$ cat src/rtl/rtc_reg_bank.sv
// rtc_reg_bank -- register bank behind an RTC read sequencer.
//
// Drives the register address onto the multiplexed AD bus during the
// sequencer's address phase, captures the byte returned in each data phase
// into a per-register shadow slot, and commits all nine shadows to the
// outputs atomically once a complete frame has been seen. A frame holding
// any non-BCD byte is dropped and reported instead of committed.
//
// Ports:
//   clk, reset                   clock; synchronous active-low reset
//   reg_to_rtc, rtc_to_reg       sequencer address / data phase flags
//   dir_sel[9:0]                 one-hot address select (bit0 = com_cyt)
//   dat_sel[8:0]                 one-hot data select (seg .. hora_tim)
//   ad_in[7:0]                   resolved AD bus value
//   ad_out[7:0], ad_oe           registered address byte and drive enable
//   seg .. hora_tim [7:0]        committed BCD values
//   frame_valid, frame_err       one-cycle commit / discard pulses

// One shadow slot: holds the last byte captured for a register in the
// current frame, plus whether it has been seen and whether it was bad BCD.
// A capture wins over a same-cycle clear so it starts the next frame.
module rtc_reg_slot (
    input  logic       clk,
    input  logic       reset,
    input  logic       clr,
    input  logic       take,
    input  logic [7:0] din,
    output logic [7:0] shadow,
    output logic       seen,
    output logic       bad
);
    always_ff @(posedge clk) begin
        if (!reset) begin
            shadow <= '0;
            seen   <= 1'b0;
            bad    <= 1'b0;
        end else if (take) begin
            shadow <= din;
            seen   <= 1'b1;
            bad    <= (din[7:4] > 4'd9) || (din[3:0] > 4'd9);
        end else if (clr) begin
            seen   <= 1'b0;
            bad    <= 1'b0;
        end
    end
endmodule

module rtc_reg_bank (
    input  logic       clk,
    input  logic       reset,
    input  logic       reg_to_rtc,
    input  logic       rtc_to_reg,
    input  logic [9:0] dir_sel,
    input  logic [8:0] dat_sel,
    input  logic [7:0] ad_in,
    output logic [7:0] ad_out,
    output logic       ad_oe,
    output logic [7:0] seg,
    output logic [7:0] min,
    output logic [7:0] hora,
    output logic [7:0] dia,
    output logic [7:0] mes,
    output logic [7:0] anio,
    output logic [7:0] seg_tim,
    output logic [7:0] min_tim,
    output logic [7:0] hora_tim,
    output logic       frame_valid,
    output logic       frame_err
);
    localparam int NUM_REGS = 9;

    // Index 0 is com_cyt, 1..9 follow the output order.
    localparam logic [9:0][7:0] ADDR_MAP = {
        8'h43, 8'h42, 8'h41, 8'h26, 8'h25, 8'h24, 8'h23, 8'h22, 8'h21, 8'hF0
    };

    typedef enum logic [1:0] {IDLE, COLLECT, COMMIT} state_t;

    state_t                          state;
    logic   [7:0]                    ad_q;
    logic   [NUM_REGS-1:0]           cap, cap_q, take;
    logic   [NUM_REGS-1:0]           seen, bad;
    logic   [NUM_REGS-1:0][7:0]      shadow, cmt;
    logic                            drive;
    logic   [7:0]                    addr_nxt;
    logic                            sof, sof_q, sof_rise, clr;

    // Address phase: only a clean, unambiguous select drives the bus.
    always_comb begin
        drive    = reg_to_rtc & ~rtc_to_reg & $onehot(dir_sel);
        addr_nxt = '0;
        for (int i = 0; i < 10; i++)
            if (drive && dir_sel[i]) addr_nxt = addr_nxt | ADDR_MAP[i];
    end

    // Data is taken on the trailing edge of the capture strobe, so ad_q holds
    // the bus value from the last cycle of the data phase.
    assign cap  = {NUM_REGS{rtc_to_reg & ~reg_to_rtc & $onehot(dat_sel)}} & dat_sel;
    assign take = cap_q & ~cap;

    assign sof      = reg_to_rtc & dir_sel[0];
    assign sof_rise = sof & ~sof_q;

    // Shadows are cleared after a commit attempt, or when a new frame starts
    // before the current one completed.
    assign clr = (state == COMMIT) || ((state == COLLECT) && sof_rise);

    genvar g;
    for (g = 0; g < NUM_REGS; g++) begin : g_slot
        rtc_reg_slot u_slot (
            .clk    (clk),
            .reset  (reset),
            .clr    (clr),
            .take   (take[g]),
            .din    (ad_q),
            .shadow (shadow[g]),
            .seen   (seen[g]),
            .bad    (bad[g])
        );
    end

    always_ff @(posedge clk) begin
        if (!reset) begin
            state       <= IDLE;
            ad_q        <= '0;
            cap_q       <= '0;
            sof_q       <= 1'b0;
            ad_out      <= '0;
            ad_oe       <= 1'b0;
            cmt         <= '0;
            frame_valid <= 1'b0;
            frame_err   <= 1'b0;
        end else begin
            ad_q        <= ad_in;
            cap_q       <= cap;
            sof_q       <= sof;
            ad_out      <= addr_nxt;
            ad_oe       <= drive;
            frame_valid <= 1'b0;
            frame_err   <= 1'b0;
            case (state)
                IDLE: begin
                    if (|take) state <= COLLECT;
                end
                COLLECT: begin
                    if (sof_rise)  state <= IDLE;
                    else if (&seen) state <= COMMIT;
                end
                COMMIT: begin
                    state <= IDLE;
                    if (bad == '0) begin
                        cmt         <= shadow;
                        frame_valid <= 1'b1;
                    end else begin
                        frame_err   <= 1'b1;
                    end
                end
                default: state <= IDLE;
            endcase
        end
    end

    assign seg      = cmt[0];
    assign min      = cmt[1];
    assign hora     = cmt[2];
    assign dia      = cmt[3];
    assign mes      = cmt[4];
    assign anio     = cmt[5];
    assign seg_tim  = cmt[6];
    assign min_tim  = cmt[7];
    assign hora_tim = cmt[8];
endmodule
$ cat config.mk
export PLATFORM = sky130hd
export DESIGN_NAME = rtc_reg_bank
export DESIGN_NICKNAME = d
export VERILOG_FILES = /design/src/rtl/rtc_reg_bank.sv
export SDC_FILE = /design/constraint.sdc
export NUM_CORES = 1
export LEC_CHECK = 0
export BUFFER_PORTS_ARGS = -buffer_cell sky130_fd_sc_hd__buf_2
export CAP_MARGIN = 20
export CORE_MARGIN = 8
export CORE_UTILIZATION = 50
export CTS_CLUSTER_SIZE = 25
export DETAILED_ROUTE_END_ITERATION = 16
export HOLD_SLACK_MARGIN = 0.15
export PLACE_DENSITY = 0.75
export SLEW_MARGIN = 5
export SYNTH_ARGS = -nofsm -noshare
export SYNTH_HDL_FRONTEND = slang
export SYNTH_SLANG_ARGS = --single-unit
$ cat constraint.sdc
create_clock -name clk -period 4 [get_ports clk]
set_clock_uncertainty 0.15 [all_clocks]
set_input_delay 0.4 -clock clk [delete_from_list [all_inputs] [get_ports clk]]
set_output_delay 0.4 -clock clk [all_outputs]
set_load 0.01 [all_outputs]
==> results.json <==
{
  "final_hold_viol_count": 0,
  "clockRootBuffer": "sky130_fd_sc_hd__clkbuf_16",
  "synth_commonest_cells": "191 x sky130_fd_sc_hd__dfxtp_1, 153 x sky130_fd_sc_hd__nor2_1, 144 x sky130_fd_sc_hd__mux2i_1",
  "vias_per_cell": 5.02,
  "regToRegEndpoint": "min[0]",
  "final.fill_count": 1141,
  "finish.net_count": 874,
  "cts_tree": "yes",
  "min_path_cells": 3,
  "setup.worst_path.class": "in2reg",
  "peakVddDrop_uv": 342,
  "synthesis.yosys.warnings": 0,
  "finalWeightedCongestion": 0.838,
  "final_period_minus_worst_setup_slack_ns": 3.85,
  "report.final.slew_viol_count": 0,
  "timing.critical_path.slowest_cell_delay_ns": 0.55,
  "worstSkewPairLatency_ns": 0.43,
  "clock_sink_count": 191,
  "post_synth_num_cell_types": 38,
  "transition_time_of_the_tightest_slew_check_pin_ns": 0.914,
  "antennaDiodeCount": 0,
  "count_of_antenna_violating_nets_left_after_detailed_routing": 0,
  "yosysMostFrequentCell": "sky130_fd_sc_hd__dfxtp_1",
  "finalCoreUtilization": 0.619,
  "cp_top_family": "adder cells",
  "synth.top_cells.by_area": "sky130_fd_sc_hd__dfxtp_1 53%, sky130_fd_sc_hd__mux2i_1 20%, sky130_fd_sc_hd__nor2_1 8.0%",
  "place_worst_setup_slack_ns": -0.347,
  "drc_marker_count_from_the_first_detailed_route_iteration": 354,
  "overflow": 0,
  "ctsHtreeMaxLevel": 4,
  "timing.rr.start": "state[1]",
  "avgRoutedWirePerCell_um": 16.2,
  "hold_start": "dat_sel[6]",
  "critical_path.endpoint_type": "flop",
  "max-cap-violations": 0,
  "dieHeight_um": 136,
  "setup_violations": 0,
  "num_rows": 44,
  "starting_utilization_of_the_core_area": 0.503,
  "timing.critical_path.cells": "buf_2, inv_1, fa_1, fa_1, fa_1, inv_1, fa_1, inv_1, fa_1, and4b_2, nand2_4, o31ai_2, buf_4, mux2i_1, nor2_1",
  "drt-total-wl_um": 16600,
  "hold_path.class": "in2reg",
  "track_usage": 0.183,
  "timing.reg2reg.worst_path_depth": 5,
  "relSlewSlack": 0.391,
  "fin_setup_tns_ns": 0,
  "power_density_mw_per_mm2": 457,
  "synth.top_cell.area_share": 0.532,
  "share_of_synthesized_registers_carrying_an_async_set_or_reset": 0,
  "layout_setup_ws_ns": 0.151,
  "ys_seq_area_frac": 0.532,
  "status": "completed",
  "top_level_ports": 114,
  "slack_of_the_worst_reg_to_reg_path_ns": 2.02,
  "floorplan.die.width_um": 136,
  "netlist_instances": 695,
  "drt-pass1-iter-count": 4,
  "timing.hold.worst_endpoint": "cap_q[6]",
  "via_count_of_the_first_global_routing_pass": 5240,
  "nature_of_the_critical_path_startpoint": "input port",
  "critical_path_required_ns": 4.14,
  "cts_setup_buffers": 0,
  "grt_setup_unrepaired": "no",
  "crit_slowest_cell": "sky130_fd_sc_hd__fa_1",
  "place.port_buffers": 112,
  "grt_max_degree": 89,
  "fmax_mhz": 260,
  "share_of_final_layout_standard_cells_stronger_than_drive_strength_1": 0.226,
  "via_count": 5143,
  "synthToLayoutAreaGrowth_pct": 23.2,
  "count_of_flip_flops_with_a_built_in_enable_after_synthesis": 0,
  "synthesis.nets": 741,
  "timing.critical_path.buf_inv": 5,
  "crit_path_top_cell_by_count": "sky130_fd_sc_hd__fa_1",
  "die_area_mm2": 0.0185,
  "period_utilization": 0.962,
  "detailed_place_hpwl_um": 11000,
  "antenna_found_initial": 0,
  "static-leakage-power_uw": 0.00480,
  "global_route_wire_length_before_repair_um": 26800,
  "cts_made_buffers": 17,
  "synth_top_area_cell": "sky130_fd_sc_hd__dfxtp_1",
  "clk_transition_reported_paths_ns": 0.07,
  "finalHoldWorstSlack_ns": 0.158,
  "worst-path-max-fanout": 11,
  "ys_ff_latch": 191,
  "synth_flop_cell": "sky130_fd_sc_hd__dfxtp_1",
  "core_area_mm2": 0.0143,
  "crit_arrival_ns": 3.99,
  "max-clock-path-buffers": 2,
  "netlist_area_pre_place_mm2": 0.00719,
  "drc_errors": 0,
  "post_synth.cell_area_avg_um2": 10.3
}
cells by family (layout without fill, tap and decap cells):
logic type / after synthesis / in the layout / synth area share
mux: 144 / 144 / 0.200
simple gates: 229 / 229 / 0.139
compound gates: 39 / 39 / 0.0416
other cells: 1 / 1 / 0.000521
buf+inv: 76 / 222 / 0.0492
flops: 191 / 191 / 0.532
fa+ha+maj: 15 / 15 / 0.0376
repair_timing:
action	CTS	global route
hold buffers	18	1
resized for setup	0	3
endpoints found under the hold margin	15	1
setup endpoints to repair	0	3
worst register-to-register path: stages, from the launching register on:
cell	delay, ns
sky130_fd_sc_hd__dfxtp_1	0.33
sky130_fd_sc_hd__nor2b_1	0.17
sky130_fd_sc_hd__nand4_1	0.09
sky130_fd_sc_hd__buf_4	0.68
sky130_fd_sc_hd__mux2i_1	0.38
sky130_fd_sc_hd__nor2_1	0.06
registers in the layout, summed over array words and instances (netlist names), 9 cells and up:
| name | flops |
|---|---|
| g_slot.u_slot.shadow | 72 |
| cap_q | 9 |
| g_slot.u_slot.bad | 9 |
| g_slot.u_slot.seen | 9 |
layer usage:
metal | vias up | routed length [um] | global-route usage
li1 | 2586 | - | -
met1 | 2415 | 7270 | 0.220
met2 | 116 | 8260 | 0.311
met3 | 26 | 795 | 0.0473
met4 | 0 | 285 | 0.0647
met5 | - | 0 | 0
layout by cell type, fill, tap and decap left out, types with 3 or more instances in the layout:
cell type	synthesis	layout
sky130_fd_sc_hd__dfxtp_1	191	191
sky130_fd_sc_hd__nor2_1	153	153
sky130_fd_sc_hd__mux2i_1	144	144
sky130_fd_sc_hd__buf_2	10	112
sky130_fd_sc_hd__buf_4	9	27
sky130_fd_sc_hd__inv_1	24	24
sky130_fd_sc_hd__a21oi_1	22	22
sky130_fd_sc_hd__dlygate4sd3_1	0	19
sky130_fd_sc_hd__clkbuf_16	0	17
sky130_fd_sc_hd__nand2_1	16	16
sky130_fd_sc_hd__nand3_1	13	13
sky130_fd_sc_hd__nor4_1	11	11
sky130_fd_sc_hd__fa_1	11	11
sky130_fd_sc_hd__and2_1	9	9
sky130_fd_sc_hd__or2_1	7	7
sky130_fd_sc_hd__o31ai_2	5	4
sky130_fd_sc_hd__nand4_1	4	4
sky130_fd_sc_hd__nor3_1	4	4
sky130_fd_sc_hd__ha_1	4	4
sky130_fd_sc_hd__buf_12	0	4
sky130_fd_sc_hd__o31ai_4	2	3
sky130_fd_sc_hd__o21ai_0	3	3
sky130_fd_sc_hd__and3_1	3	3
sky130_fd_sc_hd__inv_6	0	3
sky130_fd_sc_hd__clkinvlp_4	0	3
sky130_fd_sc_hd__bufinv_16	0	3
metrics by stage:
step | instance area (um2) | power, uW | cells
6_report | 8860 | 4050 | 1025
5_1_grt | 8860 | 4200 | 1025
4_1_cts | 8830 | 4060 | 1024
3_5_place_dp | 8030 | 2310 | 974
3_3_place_gp | 8030 | 2290 | 974
2_1_floorplan | 7190 | 2190 | 695
power breakdown:
group	total (uW)	switching, uW	internal (uW)
logic	331	186	145
registers	1950	27.2	1920
clock network	1770	738	1030
worst max path at each step:
stage	to	from	slack [ns]	depth (start not counted)
6_report	g_slot[3].u_slot.shadow[6]	dat_sel[0]	0.15	15
2_1_floorplan	g_slot[8].u_slot.shadow[7]	dat_sel[0]	0.02	15
3_3_place_gp	g_slot[5].u_slot.shadow[5]	dat_sel[0]	-0.22	15
3_5_place_dp	g_slot[1].u_slot.shadow[1]	dat_sel[0]	-0.35	15
4_1_cts	g_slot[1].u_slot.shadow[1]	dat_sel[0]	0.09	15
5_1_grt	g_slot[5].u_slot.shadow[4]	dat_sel[0]	0.009	15
cell type report:
type,count,area [um2],share of cell area
Sequential cell,191,3820,0.432
Multi-Input combinational cell,428,3020,0.341
Timing Repair Buffer,164,1060,0.119
Clock buffer,20,457,0.0515
Tap cell,184,230,0.0260
Clock inverter,12,170,0.0192
Inverter,26,100,0.0113
Power figures use the tool's default switching activity.
